## src/rtl/mult_accum_stage.sv

```systemverilog
// Packet dot-product accumulator fed by the signed 8x8 multiplier pipeline.
// Define MULT_ACCUM_SATURATE_EN to saturate results instead of wrapping them.
module mult_accum_stage #(
  parameter int unsigned IN_W      = 16,
  parameter int unsigned OUT_W     = 16,
  parameter int unsigned MAX_TERMS = 64,
  localparam int unsigned ACC_W    = IN_W + $clog2(MAX_TERMS),
  localparam int unsigned CNT_W    = $clog2(MAX_TERMS + 1)
) (
  input  logic                    clk,
  input  logic                    rst_n,
  input  logic                    clear,
  input  logic                    in_valid,
  output logic                    in_ready,
  input  logic signed [IN_W-1:0]  in_data,
  input  logic                    in_last,
  output logic                    out_valid,
  input  logic                    out_ready,
  output logic signed [OUT_W-1:0] out_data,
  output logic [CNT_W-1:0]        out_count,
  output logic                    out_overrun
);

  typedef enum logic [1:0] {IDLE, ACCUM, FULL} state_t;

  state_t                  state;
  logic signed [ACC_W-1:0] acc;
  logic [CNT_W-1:0]        count;

  logic signed [ACC_W-1:0] acc_next;
  logic [CNT_W-1:0]        count_next;
  logic signed [OUT_W-1:0] result;
  logic                    accept;
  logic                    emit;

`ifdef MULT_ACCUM_SATURATE_EN
  localparam logic signed [ACC_W-1:0] SAT_MAX = {{(ACC_W-OUT_W+1){1'b0}}, {(OUT_W-1){1'b1}}};
  localparam logic signed [ACC_W-1:0] SAT_MIN = {{(ACC_W-OUT_W+1){1'b1}}, {(OUT_W-1){1'b0}}};
`endif

  assign in_ready = (state != FULL) && !clear;
  assign accept   = in_valid && in_ready;

  // Next sum/count for an accepted beat; IDLE starts a fresh packet.
  always_comb begin
    acc_next   = (state == ACCUM) ? acc + ACC_W'(in_data) : ACC_W'(in_data);
    count_next = (state == ACCUM) ? count + CNT_W'(1) : CNT_W'(1);
    emit       = accept && (in_last || (count_next == CNT_W'(MAX_TERMS)));
`ifdef MULT_ACCUM_SATURATE_EN
    if (acc_next > SAT_MAX) begin
      result = SAT_MAX[OUT_W-1:0];
    end else if (acc_next < SAT_MIN) begin
      result = SAT_MIN[OUT_W-1:0];
    end else begin
      result = acc_next[OUT_W-1:0];
    end
`else
    result = acc_next[OUT_W-1:0];
`endif
  end

  // Held result in FULL is immune to clear; only the consumer handshake frees it.
  always_ff @(posedge clk or negedge rst_n) begin
    if (!rst_n) begin
      state       <= IDLE;
      acc         <= '0;
      count       <= '0;
      out_valid   <= 1'b0;
      out_data    <= '0;
      out_count   <= '0;
      out_overrun <= 1'b0;
    end else begin
      case (state)
        IDLE, ACCUM: begin
          if (clear) begin
            state <= IDLE;
            acc   <= '0;
            count <= '0;
          end else if (emit) begin
            state       <= FULL;
            acc         <= '0;
            count       <= '0;
            out_valid   <= 1'b1;
            out_data    <= result;
            out_count   <= count_next;
            out_overrun <= !in_last;
          end else if (accept) begin
            state <= ACCUM;
            acc   <= acc_next;
            count <= count_next;
          end
        end
        FULL: begin
          if (out_ready) begin
            state     <= IDLE;
            out_valid <= 1'b0;
          end
        end
        default: state <= IDLE;
      endcase
    end
  end

endmodule

```

## config.mk

```make
export PLATFORM = sky130hd
export DESIGN_NAME = mult_accum_stage
export DESIGN_NICKNAME = d
export VERILOG_FILES = /design/src/rtl/mult_accum_stage.sv
export SDC_FILE = /design/constraint.sdc
export NUM_CORES = 1
export LEC_CHECK = 0
export BUFFER_PORTS_ARGS = -buffer_cell sky130_fd_sc_hd__buf_2
export CAP_MARGIN = 25
export CORE_MARGIN = 5
export CORE_UTILIZATION = 34
export CTS_CLUSTER_SIZE = 8
export DETAILED_ROUTE_END_ITERATION = 16
export PLACE_DENSITY = 0.61
export REMOVE_ABC_BUFFERS = 1
export SLEW_MARGIN = 20
export SYNTH_ARGS = -nofsm -noshare
export SYNTH_HDL_FRONTEND = slang
export SYNTH_SLANG_ARGS = --single-unit
export TNS_END_PERCENT = 10
```

## constraint.sdc

```tcl
create_clock -name clk -period 3.2 [get_ports clk]
set_clock_uncertainty 0.15 [all_clocks]
set_input_delay 0.64 -clock clk [delete_from_list [all_inputs] [get_ports clk]]
set_output_delay 0.64 -clock clk [all_outputs]
set_load 0.02 [all_outputs]
```

# Word-level counts from Yosys, hierarchy flattened
# Index checks and enable logic that the tools add are counted.
# totals
ff_bits	56
in_bits	22
word_cells	49
output_inout_bits	26
# classes
muxes	17
reduce_logical	14
add_sub_neg	2
eq_ne	8
bitwise	1
# ops
cell	count
$mux 22	4
$mux 7	4
$add 22x16->22	1
$mux 2	4
$ne 2x2->1 const B	4
$add 7x1->7 const B	1
$eq 7x7->1 const B	1
$ne 4x4->1 const B	1
$pmux 2 s2	1
$reduce_and 2->1	2
$reduce_and 4->1	1
$logic_and 1x1->1	3
$mux 1	3
$reduce_and 3->1	1
$reduce_bool 3->1	1
$eq 2x1->1 const B	1
$eq 2x2->1 const B	1
$logic_not 1->1	2
$logic_not 2->1	1
$pmux 1 s2	1
$reduce_bool 2->1	1
$reduce_or 2->1	1
$logic_or 1x1->1	1
$not 1->1	1

# Depth between registers and ports, before layout
# logic_depth
depth_word	8
depth_mapped	8
mapped_depth_nobuf	8

# Worst setup path before layout
# Ideal clock, no wire load.
# synth_timing
path_type	input to register
startpoint	input in_data[0]
endpoint	register out_data[10]
slack_ps	483
arrival_ps	2442
setup_time_ps	125
required_ps	2925
path_buffers	0
stages	8
cell_sequence	ha_1 > fa_1 > a21o_1 > nand4_1 > a211oi_1 > or2_1 > a221o_1 > mux2_2
# synth_via
elab_chain_len	2
# synth_lines
item	line_no	source
start: declaration	15	input logic signed [IN_W-1:0] in_data,
$add 22x16->22	46	acc_next = (state == ACCUM) ? acc + ACC_W'(in_data) : ACC_W'(in_data);
$mux 22	46	
end signal: assignment	84	out_data <= result;
end: declaration	19	output logic signed [OUT_W-1:0] out_data,
# No other way between the ends.
# A chain may end at the register's enable or synchronous reset.

# Final worst setup path
# Same ends and word-level chain as after synthesis.

==> run summary <==
most frequent cells in the layout: 50 x dfrtp_1, 47 x buf_2, 37 x nand2_1
max_slew headroom: 54.1%
Synth Area in Adders: 6.90%
Worst Path Max Fanout: 4
RSZ-0062 raised after global routing: false
post-synth top area cell: dfrtp_1
total gr overflow: 0
Pre-antenna DRT Iters: 4
register bit count reported by yosys: 50
vias in the first global route: 2633
CTS Sinks: 50
Unique masters post-synth: 55
num rows: 35
Port Buffer Count: 47
drt via density: 5.30
per-cell routed wire length: 15.4 um
area delta synth->final: 13.6%
number of synthesized flops with an enable pin: 0
combinational family with the most area after synthesis: compound AO/OA/AOI/OAI gates
post-synthesis xor/xnor area fraction: 3.02%
Seq/Total Area, Yosys: 39.2%
Lkg Pwr: 0.00166 uW
Vias: 2638
reg2reg start: count[0]
flop-to-flop setup slack: 570 ps
Data arrival, critical path: 2710 ps
Setup TNS: 0 ps
GP Congestion: 0.824
DIE HEIGHT: 107 um
# Max-Cap Violations: 0
reg-to-reg endpoint: out_data[12]
DP HPWL: 5.62 mm
clk buf depth: 2
# setup viols final: 0
Starting Density: 34.7%
antenna cell count: 0
Async S/R FF share, synth: 100%
io pins: 48
pin count of the biggest net entering global routing: 31
Mapped Avg Cell Area: 9.35 um^2
Slew @ Worst Pin: 686 ps
Worst Path Required: 3260 ps
FILL cells: 942
CP max stage delay: 410 ps
post-synth top area share: 39.2%
Post-DRT Antenna Nets: 0
layout cell share with drive strength beyond 1: 20.7%
CP Class: primary input to flip-flop
pre-CTS setup slack: 220 ps
Top FF cell, synth: dfrtp_1
clk root buf: clkbuf_8
Hold Buf Count CTS: 0
first-pass GRT wire length: 13.0 mm
maximum clock rate: 0.376 GHz
crit-path leading delay family: adder cells
Nets: 425
setup ws final: 543 ps
core area: 0.00920 mm^2
Clock Latency Late Sink: 310 ps
initial antenna violation count: 0
leading cell type in the layout, fill and taps excluded: dfrtp_1
Critical path buffers and inverters: 1
post-synthesis simple-gate area fraction: 18.4%
CTS buffer count: 5
outcome: complete, no violations
period utilization: 83.0%
CTS H-tree lvls: 2
Post-CTS Setup Inserts: 0
crit path max-delay cell type: fa_1
max-slew violations: 0
final core utilization: 39.4%
Die ar.: 0.0114 mm^2
Crit. End Element: flip-flop
Fin. Hold Viols: 0
Setup crit start kind: primary input
Iteration-0 DRC Markers: 97
worst IR drop on VDD: 0.202 mV
Die Wd: 107 um
CTS tree: built
Final min period: 2660 ps
mapped cell area: 0.00319 mm^2
Reg clk slew, reported paths: 100 ps
Pwr Total: 1600 uW
Routed WL: 7.66 mm
Synth Area in Compound Gates: 23.1%
Synth Warn #: 0
gr usage total: 13.9%
worst reg2reg path depth: 7
Cells after Synth: 341
hold crit path type: primary input to asynchronous set/reset pin
Residual DRC: 0
post_cts resized: 0
mux contribution to synthesized area: 6.00%
worst path cell trace: buf_2 > ha_1 > fa_1 > a21o_1 > nand4_1 > a211oi_1 > or2_1 > a221o_1 > mux2_2
Synth area leaders: dfrtp_1 39%, ha_1 6.3%, o21ai_0 4.4%
PwrDens: 442 mW/mm^2
worst register-to-register path, stage by stage (launching register included):
cell and delay [ps]:
dfrtp_1 480, ha_1 330, xor2_1 200, or4_4 440, a21o_1 190, o21ai_2 160, buf_4 220, mux2_2 350
state kept, by name, indices dropped and copies added (netlist names):
| register | count |
|---|---|
| acc | 16 |
| out_data | 16 |
| count | 7 |
| out_count | 7 |
| state | 2 |
| out_overrun | 1 |
| out_valid | 1 |
through the flow:
| step | hold WS [ps] | instance area [um^2] | std cells |
|---|---|---|---|
| detailed placement | 316 | 3530 | 490 |
| global placement | 304 | 3530 | 490 |
| finish | 135 | 3620 | 498 |
| floorplan | 194 | 3110 | 326 |
| CTS | 150 | 3620 | 498 |
| global route | 171 | 3620 | 498 |
logic make-up (layout without fill, tap and decap cells):
family,after synthesis,after routing
AO/OA/AOI/OAI,106,106
XOR/XNOR,11,11
adder cells (fa/ha/maj),17,17
buffers and inverters,22,68
flip-flops,50,50
multiplexers,18,18
AND/OR/NAND/NOR,117,117
cell type report:
cell class                 count  area, um^2  area share (%)
inverter                       7        26.3           0.725
timing repair buffer          53         280            7.74
clock inverter                 2        12.5           0.345
clock buffer                   6        82.6            2.28
tap                          111         139            3.83
multi-input combinational    269        1830            50.5
sequential                    50        1250            34.5
layer usage:
metal	part of all wire (%)	vias to the layer above	global-route usage, %
met5	0	-	0
met4	0.69	0	2.92
met3	3.8	4	2.35
met2	44	50	21.9
met1	52	1256	20.2
li1	-	1328	-
where the power goes:
| group | switching, uW | internal, uW | total (uW) |
|---|---|---|---|
| combinational | 278 | 173 | 450 |
| clock | 228 | 175 | 403 |
| sequential | 44.0 | 705 | 749 |
| total | 550 | 1050 | 1600 |
cell usage after synthesis (7+ instances only):
master and n:
dfrtp_1 50, o21ai_0 28, nand2_1 37, mux2i_1 9
a22o_1 11, nand3_1 15, nor2_1 28, inv_1 7
a21o_1 7, ha_1 16, clkbuf_1 7, a21oi_1 21
a211oi_1 7
how the worst max path moves through the flow:
stage | from | endpoint | cells after the start
after floorplan | count[0] | out_data[10] | 6
after global placement | in_data[0] | out_data[10] | 9
after detailed placement | in_data[0] | out_data[10] | 9
after CTS | in_data[0] | out_data[10] | 9
after global routing | count[0] | acc[0] | 7
final | in_data[0] | out_data[10] | 9
Note: power is estimated with default switching activity, not from simulation.
